## config.mk

```make
export PLATFORM = sky130hd
export DESIGN_NAME = pipelined_main_decoder
export DESIGN_NICKNAME = d
export VERILOG_FILES = /design/src/rtl/rv_dec_pkg.sv /design/src/rtl/rv_ctrl_lut.sv /design/src/rtl/pipelined_main_decoder.sv
export SDC_FILE = /design/constraint.sdc
export NUM_CORES = 1
export LEC_CHECK = 0
export ABC_CLOCK_PERIOD_IN_PS = 12350
export CAP_MARGIN = 20
export CORE_MARGIN = 2
export CORE_UTILIZATION = 36
export CTS_BUF_LIST = sky130_fd_sc_hd__clkbuf_4
export DETAILED_ROUTE_END_ITERATION = 8
export GPL_TIMING_DRIVEN = 0
export PLACE_DENSITY = 0.69
export SKIP_CTS_REPAIR_TIMING = 1
export SKIP_LAST_GASP = 1
export SYNTH_ARGS = -nofsm -noshare
export SYNTH_HDL_FRONTEND = slang
export SYNTH_SLANG_ARGS = --single-unit
```

## constraint.sdc

```tcl
create_clock -name clk -period 12.35 [get_ports clk]
set_clock_uncertainty 0.15 [all_clocks]
set_input_delay 2.47 -clock clk [delete_from_list [all_inputs] [get_ports clk]]
set_output_delay 2.47 -clock clk [all_outputs]
set_load 0.1 [all_outputs]
```

## src/rtl/rv_dec_pkg.sv

```systemverilog
// RV32I decode constants, field encodings and the packed control bundle
// shared by the LUT, the pipelined decoder top and anything downstream.
package rv_dec_pkg;

  localparam logic [6:0] OP_LOAD   = 7'b0000011;
  localparam logic [6:0] OP_STORE  = 7'b0100011;
  localparam logic [6:0] OP_R      = 7'b0110011;
  localparam logic [6:0] OP_BRANCH = 7'b1100011;
  localparam logic [6:0] OP_IALU   = 7'b0010011;
  localparam logic [6:0] OP_JALR   = 7'b1100111;
  localparam logic [6:0] OP_JAL    = 7'b1101111;
  localparam logic [6:0] OP_LUI    = 7'b0110111;
  localparam logic [6:0] OP_AUIPC  = 7'b0010111;

  localparam logic [6:0] F7_BASE = 7'b0000000;
  localparam logic [6:0] F7_ALT  = 7'b0100000;
  localparam logic [6:0] F7_MEXT = 7'b0000001;

  typedef enum logic [2:0] {
    IMM_I = 3'b000, IMM_S = 3'b001, IMM_B = 3'b010, IMM_J = 3'b011, IMM_U = 3'b100
  } imm_src_e;

  typedef enum logic [1:0] {
    RES_ALU = 2'b00, RES_MEM = 2'b01, RES_PC4 = 2'b10, RES_U = 2'b11
  } result_src_e;

  typedef enum logic [1:0] {
    ST_W = 2'b00, ST_B = 2'b01, ST_H = 2'b10
  } store_e;

  typedef enum logic [2:0] {
    LD_B = 3'b000, LD_H = 3'b001, LD_W = 3'b010, LD_BU = 3'b011, LD_HU = 3'b100
  } load_e;

  typedef enum logic [1:0] {
    ALU_ADD = 2'b00, ALU_BR = 2'b01, ALU_FUNCT = 2'b10, ALU_MUL = 2'b11
  } alu_op_e;

  // Field order is MSB first; the offsets below must track it.
  typedef struct packed {
    logic        reg_write;
    imm_src_e    imm_src;
    logic        alu_src;
    logic        mem_write;
    result_src_e result_src;
    logic        branch;
    alu_op_e     alu_op;
    logic        jump;
    store_e      store;
    load_e       load;
    logic        jalr;
    logic        u_pc;
    logic [2:0]  br_cond;
    logic        illegal;
  } ctrl_t;

  localparam int CTRL_W = 23;

  localparam int OFF_ILLEGAL    = 0;
  localparam int OFF_BR_COND    = 1;
  localparam int OFF_U_PC       = 4;
  localparam int OFF_JALR       = 5;
  localparam int OFF_LOAD       = 6;
  localparam int OFF_STORE      = 9;
  localparam int OFF_JUMP       = 11;
  localparam int OFF_ALU_OP     = 12;
  localparam int OFF_BRANCH     = 14;
  localparam int OFF_RESULT_SRC = 15;
  localparam int OFF_MEM_WRITE  = 17;
  localparam int OFF_ALU_SRC    = 18;
  localparam int OFF_IMM_SRC    = 19;
  localparam int OFF_REG_WRITE  = 22;

  // Canonical illegal entry: every control field zero except the flag.
  function automatic ctrl_t illegal_ctrl();
    ctrl_t c;
    c = '0;
    c.illegal = 1'b1;
    return c;
  endfunction

endpackage

```

## src/rtl/rv_ctrl_lut.sv

```systemverilog
// Combinational RV32I instruction-to-control-bundle lookup.
// RV32M decode is enabled by defining DECODER_MEXT_EN.
module rv_ctrl_lut
  import rv_dec_pkg::*;
(
  input  logic [6:0] i_opcode,
  input  logic [2:0] i_funct3,
  input  logic [6:0] i_funct7,
  output ctrl_t      o_ctrl
);

  ctrl_t w_dec;
  logic  w_ill;

  // Decode by opcode; any unsupported sub-encoding raises w_ill.
  always_comb begin
    w_dec      = '0;
    w_dec.load = LD_W;
    w_ill      = 1'b0;
    case (i_opcode)
      OP_LOAD: begin
        w_dec.reg_write  = 1'b1;
        w_dec.alu_src    = 1'b1;
        w_dec.result_src = RES_MEM;
        case (i_funct3)
          3'b000:  w_dec.load = LD_B;
          3'b001:  w_dec.load = LD_H;
          3'b010:  w_dec.load = LD_W;
          3'b100:  w_dec.load = LD_BU;
          3'b101:  w_dec.load = LD_HU;
          default: w_ill = 1'b1;
        endcase
      end
      OP_STORE: begin
        w_dec.mem_write = 1'b1;
        w_dec.alu_src   = 1'b1;
        w_dec.imm_src   = IMM_S;
        case (i_funct3)
          3'b000:  w_dec.store = ST_B;
          3'b001:  w_dec.store = ST_H;
          3'b010:  w_dec.store = ST_W;
          default: w_ill = 1'b1;
        endcase
      end
      OP_R: begin
        w_dec.reg_write = 1'b1;
        if ((i_funct7 == F7_BASE) || (i_funct7 == F7_ALT)) begin
          w_dec.alu_op = ALU_FUNCT;
        end else if (i_funct7 == F7_MEXT) begin
`ifdef DECODER_MEXT_EN
          w_dec.alu_op = ALU_MUL;
`else
          w_ill = 1'b1;
`endif
        end else begin
          w_ill = 1'b1;
        end
      end
      OP_BRANCH: begin
        w_dec.branch  = 1'b1;
        w_dec.imm_src = IMM_B;
        w_dec.alu_op  = ALU_BR;
        w_dec.br_cond = i_funct3;
        if ((i_funct3 == 3'b010) || (i_funct3 == 3'b011)) begin
          w_ill = 1'b1;
        end else begin
          w_ill = 1'b0;
        end
      end
      OP_IALU: begin
        w_dec.reg_write = 1'b1;
        w_dec.alu_src   = 1'b1;
        w_dec.alu_op    = ALU_FUNCT;
      end
      OP_JALR: begin
        w_dec.reg_write  = 1'b1;
        w_dec.alu_src    = 1'b1;
        w_dec.result_src = RES_PC4;
        w_dec.jalr       = 1'b1;
        if (i_funct3 != 3'b000) begin
          w_ill = 1'b1;
        end else begin
          w_ill = 1'b0;
        end
      end
      OP_JAL: begin
        w_dec.reg_write  = 1'b1;
        w_dec.imm_src    = IMM_J;
        w_dec.result_src = RES_PC4;
        w_dec.jump       = 1'b1;
      end
      OP_LUI, OP_AUIPC: begin
        w_dec.reg_write  = 1'b1;
        w_dec.imm_src    = IMM_U;
        w_dec.result_src = RES_U;
        w_dec.u_pc       = (i_opcode == OP_AUIPC);
      end
      default: w_ill = 1'b1;
    endcase
  end

  // Illegal encodings collapse to a single deterministic bundle.
  always_comb begin
    if (w_ill) begin
      o_ctrl = illegal_ctrl();
    end else begin
      o_ctrl = w_dec;
    end
  end

endmodule

```

## src/rtl/pipelined_main_decoder.sv

```systemverilog
// Flow-controlled RV32I main decoder: decode at push, DEPTH-entry output FIFO,
// flush, saturating illegal counter. RV32M via DECODER_MEXT_EN (in rv_ctrl_lut).
module pipelined_main_decoder
  import rv_dec_pkg::*;
#(
  parameter int XLEN      = 32,
  parameter int DEPTH     = 2,
  parameter int ILL_CNT_W = 16
) (
  input  logic                 clk,
  input  logic                 reset,
  input  logic                 flush,
  input  logic                 in_valid,
  output logic                 in_ready,
  input  logic [31:0]          in_instr,
  input  logic [XLEN-1:0]      in_pc,
  output logic                 out_valid,
  input  logic                 out_ready,
  output logic [CTRL_W-1:0]    out_ctrl,
  output logic [31:0]          out_instr,
  output logic [XLEN-1:0]      out_pc,
  output logic [ILL_CNT_W-1:0] ill_count
);

  localparam int PTR_W = (DEPTH > 1) ? $clog2(DEPTH) : 1;
  localparam int CNT_W = $clog2(DEPTH + 1);
  localparam logic [PTR_W-1:0] LAST_PTR = PTR_W'(DEPTH - 1);
  localparam logic [CNT_W-1:0] FULL_CNT = CNT_W'(DEPTH);

  ctrl_t                 w_dec_ctrl;
  logic                  w_push;
  logic                  w_pop;
  logic [PTR_W-1:0]      w_wr_next;
  logic [PTR_W-1:0]      w_rd_next;
  logic [CNT_W-1:0]      w_count_next;

  logic [PTR_W-1:0]      r_wr_ptr;
  logic [PTR_W-1:0]      r_rd_ptr;
  logic [CNT_W-1:0]      r_count;
  logic                  r_in_ready;
  logic [ILL_CNT_W-1:0]  r_ill_count;
  ctrl_t                 r_mem_ctrl  [DEPTH];
  logic [31:0]           r_mem_instr [DEPTH];
  logic [XLEN-1:0]       r_mem_pc    [DEPTH];

  rv_ctrl_lut u_lut (
    .i_opcode (in_instr[6:0]),
    .i_funct3 (in_instr[14:12]),
    .i_funct7 (in_instr[31:25]),
    .o_ctrl   (w_dec_ctrl)
  );

  // Handshake qualification and next-state for pointers and occupancy.
  always_comb begin
    w_push    = in_valid & r_in_ready;
    w_pop     = (r_count != '0) & out_ready;
    w_wr_next = (r_wr_ptr == LAST_PTR) ? '0 : r_wr_ptr + PTR_W'(1'b1);
    w_rd_next = (r_rd_ptr == LAST_PTR) ? '0 : r_rd_ptr + PTR_W'(1'b1);
    case ({w_push, w_pop})
      2'b10:   w_count_next = r_count + CNT_W'(1'b1);
      2'b01:   w_count_next = r_count - CNT_W'(1'b1);
      default: w_count_next = r_count;
    endcase
  end

  // FIFO control; in_ready is registered so it never depends on out_ready.
  always_ff @(posedge clk or posedge reset) begin
    if (reset) begin
      r_wr_ptr   <= '0;
      r_rd_ptr   <= '0;
      r_count    <= '0;
      r_in_ready <= 1'b0;
    end else if (flush) begin
      r_wr_ptr   <= '0;
      r_rd_ptr   <= '0;
      r_count    <= '0;
      r_in_ready <= 1'b1;
    end else begin
      if (w_push) begin
        r_wr_ptr <= w_wr_next;
      end
      if (w_pop) begin
        r_rd_ptr <= w_rd_next;
      end
      r_count    <= w_count_next;
      r_in_ready <= (w_count_next < FULL_CNT);
    end
  end

  // Entry storage; cleared on reset so the outputs read zero.
  always_ff @(posedge clk or posedge reset) begin
    if (reset) begin
      for (int i = 0; i < DEPTH; i++) begin
        r_mem_ctrl[i]  <= '0;
        r_mem_instr[i] <= '0;
        r_mem_pc[i]    <= '0;
      end
    end else if (w_push && !flush) begin
      r_mem_ctrl[r_wr_ptr]  <= w_dec_ctrl;
      r_mem_instr[r_wr_ptr] <= in_instr;
      r_mem_pc[r_wr_ptr]    <= in_pc;
    end
  end

  // Saturating illegal counter; a push discarded by flush is not counted.
  always_ff @(posedge clk or posedge reset) begin
    if (reset) begin
      r_ill_count <= '0;
    end else if (w_push && !flush && w_dec_ctrl.illegal &&
                 (r_ill_count != {ILL_CNT_W{1'b1}})) begin
      r_ill_count <= r_ill_count + ILL_CNT_W'(1'b1);
    end
  end

  assign in_ready  = r_in_ready;
  assign out_valid = (r_count != '0);
  assign out_ctrl  = r_mem_ctrl[r_rd_ptr];
  assign out_instr = r_mem_instr[r_rd_ptr];
  assign out_pc    = r_mem_pc[r_rd_ptr];
  assign ill_count = r_ill_count;

endmodule

```

# Word-level counts from Yosys, hierarchy flattened
# Index checks and enable logic that the tools add are counted.
[totals]
elab_cells = 136
reg_bits = 195
memories = 0
output_inout_bits = 105
romBits = 0
mem_bits_rw = 0
latch_bits = 0
in_bits = 69
[op_classes]
n_mul = 0
mux = 48
bitwise = 4
n_eq_ne = 18
n_shift = 0
magnitude_cmp = 4
addsub = 5
reduce_logical = 20
n_div = 0
[op_table]
columns = ["operator", "n"]
rows = [
  ["2-to-1 mux 32 bit", 7],
  ["bitwise mux 64 bit", 2],
  ["2-to-1 mux 23 bit", 5],
  ["bitwise mux 46 bit", 1],
  ["demux 32 bit (select 1 bit)", 1],
  ["equality test 7 x 6 -> 1 bit (second input constant)", 4],
  ["one-hot mux 3 bit (4 select lines)", 2],
  ["demux 23 bit (select 1 bit)", 1],
  ["equality test 7 bit (second input constant)", 3],
  ["2-to-1 mux 1 bit", 19],
  ["adder 16 x 1 -> 16 bit (second input constant)", 1],
  ["inequality test 16 bit (second input constant)", 1],
  ["equality test 7 x 5 -> 1 bit (second input constant)", 2],
  ["one-hot mux 2 bit (3 select lines)", 2],
  ["one-hot mux 2 bit (2 select lines)", 2],
  ["OR reduction 4 bit", 2],
  ["equality test 7 x 2 -> 1 bit (second input constant)", 1],
  ["logical NOT 7 bit", 1],
  ["OR reduction 7 bit", 1],
  ["equality test 3 x 2 -> 1 bit (second input constant)", 2],
  ["equality test 3 bit (second input constant)", 2],
  ["2-to-1 mux 2 bit", 3],
  ["2-to-1 mux 3 bit", 2],
  ["one-hot mux 1 bit (6 select lines)", 1],
  ["other kinds (20)", 31],
]

# Logic depth before layout (Yosys ltp)
[depth]
ltp_word = 7
depth_mapped = 9
depth_no_buf = 9

# Cells and area by module
# From an unflattened synthesis, not the netlist that was laid out.
[unflattened]
hier_cells = 648
area_unflattened_um2 = 9029.9
[modules_own_cells]
columns = ["module", "cells_each", "seq_area_each_um2", "area_each_um2", "instances"]
rows = [
  ["pipelined_main_decoder", 568, 4879.7, 8529.4, 1],
  ["rv_ctrl_lut", 80, 0.0, 500.5, 1],
]

# Least setup slack after synthesis
# No wires, ideal clock.
[synth_timing]
kind = "register to output"
startpoint = "register r_rd_ptr"
endpoint = "output port out_ctrl[15]"
n_path_buf = 3
stages_incl_launch_ff = 5
setup_slack_ps = 7939
arrival_ps = 1791
cell_sequence = "dfrtp_1 > clkbuf_1 > clkbuf_1 > buf_1 > mux2_2"
[synth_between]
elab_chain_cells = 4
[synth_lines]
columns = ["element", "line", "text"]
rows = [
  ["start: declaration", "pipelined_main_decoder.sv:38", "logic [PTR_W-1:0] r_rd_ptr;"],
  ["start signal: assignment", "pipelined_main_decoder.sv:83", "r_rd_ptr <= w_rd_next;"],
  ["NOT 1 -> 2 bit (not written as such)", "pipelined_main_decoder.sv:117", "assign out_ctrl = r_mem_ctrl[r_rd_ptr];"],
  ["2-to-1 mux 23 bit (not written as such) (3 in series)", "pipelined_main_decoder.sv:117", ""],
  ["end: declaration", "pipelined_main_decoder.sv:19", "output logic [CTRL_W-1:0] out_ctrl,"],
]
# No other way between the ends. The select of a mux whose other input is x is not followed.

# Final worst setup path
[layout_timing]
startpoint = "register r_rd_ptr"
endpoint = "output port out_ctrl[20]"
# Same word-level chain as after synthesis.

==> implementation parameters <==
Parameter                              Value

Synthesis
  Flip-flop and latch count after synthesis ... 195
  Cells after synthesis ... 957
  Top cell type's share of synthesized area ... 0.550
  Number of enable flip-flop cells after synthesis ... 0
  Cell taking the most area after synthesis ... sky130_fd_sc_hd__dfrtp_1
  Netlist area before placement ... 8880 µm²
  Fraction of synthesis flops using an asynchronous set or reset pin ... 1.00
  Primary flip-flop cell chosen by synthesis mapping ... sky130_fd_sc_hd__dfrtp_1
  Count of different cell masters after synthesis ... 44
  Avg Synthesized Cell Area ... 9.28 µm²
  Net Count, Synth ... 1,029
  Most used standard cell by instance count after synthesis ... sky130_fd_sc_hd__nand2_1
  Largest cells by area after synthesis ... sky130_fd_sc_hd__dfrtp_1, sky130_fd_sc_hd__nand2_1, sky130_fd_sc_hd__mux2_2
  Register area share after synthesis ... 0.550
  Cell types with the highest counts after synthesis ... sky130_fd_sc_hd__nand2_1, sky130_fd_sc_hd__dfrtp_1, sky130_fd_sc_hd__mux2_2
  Warnings from Yosys ... 0

Clocking
  Maximum buffer depth of the clock tree ... 2
  Htree depth ... 4
  Clock edge transition at the registers on the reported setup and hold paths ... 0.15 ns
  Number of buffers created by CTS ... 17
  Clock Root Buffer ... sky130_fd_sc_hd__clkbuf_4
  Sink count of the clock tree ... 195
  Clock tree from TritonCTS ... built
  Worst-Skew Late Latency ... 0.56 ns

Timing
  Ratio of final minimum period to clock period ... 0.541
  Maximum clock frequency ... 150 MHz
  Worst slew margin relative to its limit ... 0.297
  Total setup violations reported at the end of the flow ... 0
  Minimum period implied by the final worst setup slack ... 6.68 ns
  RSZ-0062 raised after global routing ... no
  Setup TNS after final layout ... 0 ns
  Final-report max-slew violation count ... 0
  Number of endpoints with negative hold slack in the final report ... 0
  Least-Margin Pin Slew ... 1.05 ns

Floorplanning
  Std-Cell Core Area ... 24,200 µm²
  Die span in y ... 161 µm
  Count of boundary I/O pins ... 174
  Die width ... 161 µm
  Die ar. ... 25,900 µm²
  Number of rows created at floorplan ... 57
  Initial Utilization ... 0.366

Hold path
  Class of the most critical hold timing path ... flop to flop
  Hold Crit Endpoint ... r_mem_instr[30]
  Worst hold stages ... 2
  Startpoint of the worst hold path ... r_mem_instr[30]

Setup path
  Type of the worst setup path ... flop to output port
  Worst r2r src ... in_ready
  Worst flop-to-flop path endpoint ... r_mem_instr[48]
  Register-to-Register Setup Slack ... 9.65 ns
  Highest net fanout along the worst path ... 10
  Arr. time, crit path ... 4.06 ns
  Worst r2r path cells ... 8
  Required time reported for the critical path endpoint ... 9.73 ns
  Element type at the critical path start ... flop
  Sort of element at the end of the critical path ... output port

Final layout
  Total area of multi-input combinational cells ... 3730 µm²
  Fin area ... 11,400 µm²
  Sequential standard cell area ... 4880 µm²
  Layout cell share with drive strength beyond 1 ... 0.116
  Net total in the final layout ... 1,220
  Final standard cell utilization of the core ... 0.469
  Filler Cells Inserted ... 2,370
  P&R area growth vs syn ... 28.0%

Global routing
  Leftover overflow at the end of global routing ... 0
  Wire length of the first global-routing pass ... 38,900 µm
  GRT Overall Usage ... 0.191
  Number of antenna violations at the first check in global routing ... 1
  Pin count of the biggest net entering global routing ... 124
  Via count of the first global-routing pass ... 7,080

Placement
  Area post-placement ... 11,000 µm²
  # port buffers ... 171
  Weighted congestion at the end of routability-driven global placement ... 0.836
  Final HPWL from detailed placement ... 16,700 µm

Power
  Static leakage power ... 5.41 nW
  Peak VDD IR ... 0.183 mV
  Power Density ... 263 nW/µm²

Detailed routing
  First-iteration detailed-routing DRC count ... 420
  Routed wire length ... 24,000 µm
  Pre-Repair DR Iteration Count ... 5
  Via density per instance ... 4.81
  DRC violation count after routing ... 0
  Count of nets left with antenna violations after detail routing ... 0
  Total via count in the routed design ... 7,145
  Final routed wire length divided by cell count ... 16.1 µm

Status
  Status ... finished, final reports clean

Flow run
  Number of max-capacitance violations reported ... 0
## area by class of cell
type                    instances  area share
clock buffers                  17      0.0112
multi-input cells             697       0.328
plain buffers                  57      0.0208
inverters                       8     0.00330
well taps                     324      0.0357
repair buffers                172       0.153
diodes                          1    0.000220
flip-flops and latches        195       0.429
clock inverters                14      0.0183
## cell families (layout without fill, tap and decap cells)
family,count (synthesis),count (layout),share of synthesized area
xor+xnor,20,20,0.0197
mux,88,88,0.112
flops,195,195,0.550
other cells,0,1,0
simple gates,521,521,0.239
compound gates,65,65,0.0454
buf+inv,65,268,0.0300
fa+ha+maj,3,3,0.00423
## per-layer routing
layer	global-route usage	routed length, µm
met5	0	0
met1	0.278	11500
met4	0.0507	282
met2	0.297	11300
met3	0.0331	832
## placed cells by master (no fill, tap or decap), drive strengths merged, types with 4 or more instances in the layout
cell type	synthesis	layout
xor2	18	18
clkdlybuf4s50	0	171
and3	4	4
nand3	9	9
bufinv	0	5
nand4	8	8
dfrtp	195	195
nor4	5	5
mux2	88	88
o31ai	11	11
clkbuf	47	64
or2	5	5
nor3	11	11
inv	8	11
nor2	22	22
nand2	440	440
o21ai	41	41
buf	10	11
clkinv	0	6
a21oi	6	6
## report_power, final
| part | internal [mW] | switching [mW] |
|---|---|---|
| Sequential | 0.843 | 0.110 |
| Clock | 0.180 | 0.220 |
| Combinational | 0.421 | 1.22 |
| Total | 1.44 | 1.55 |
## per-stage QoR
step	hold WS [ns]	setup WS (ns)	power [mW]	std cells
2_1_floorplan	0.290	4.42	2.24	957
3_3_place_gp	0.302	1.76	2.60	1452
3_5_place_dp	0.307	6.24	2.62	1453
4_1_cts	0.344	5.55	3.02	1484
5_1_grt	0.361	5.44	3.14	1485
6_report	0.336	5.67	2.99	1485
## worst max-delay path by stage
stage	slack [ns]	from	to	depth (start not counted)
floorplan	4.42	reset	ill_count[0]	1
global placement	1.76	reset	ill_count[3]	2
detailed placement	6.24	r_rd_ptr	out_ctrl[20]	5
CTS	5.55	r_rd_ptr	out_ctrl[20]	5
global route	5.44	r_rd_ptr	out_ctrl[20]	5
finish	5.67	r_rd_ptr	out_ctrl[20]	5
## critical path, cell delays in order, from the launching register on
cell                              delay, ns
sky130_fd_sc_hd__dfrtp_1               0.35
sky130_fd_sc_hd__clkbuf_1              0.48
sky130_fd_sc_hd__clkbuf_1              0.57
sky130_fd_sc_hd__buf_1                 0.62
sky130_fd_sc_hd__mux2_2                0.29
sky130_fd_sc_hd__clkdlybuf4s50_1       1.17
## flip-flops by register name, summed over array words and instances, names as in the netlist
signal	cells
r_wr_ptr	1
ill_count	16
r_mem_instr	64
in_ready	1
r_count	2
r_rd_ptr	1
r_mem_pc	64
r_mem_ctrl	46
No activity file was read; power rests on OpenSTA's default activity.
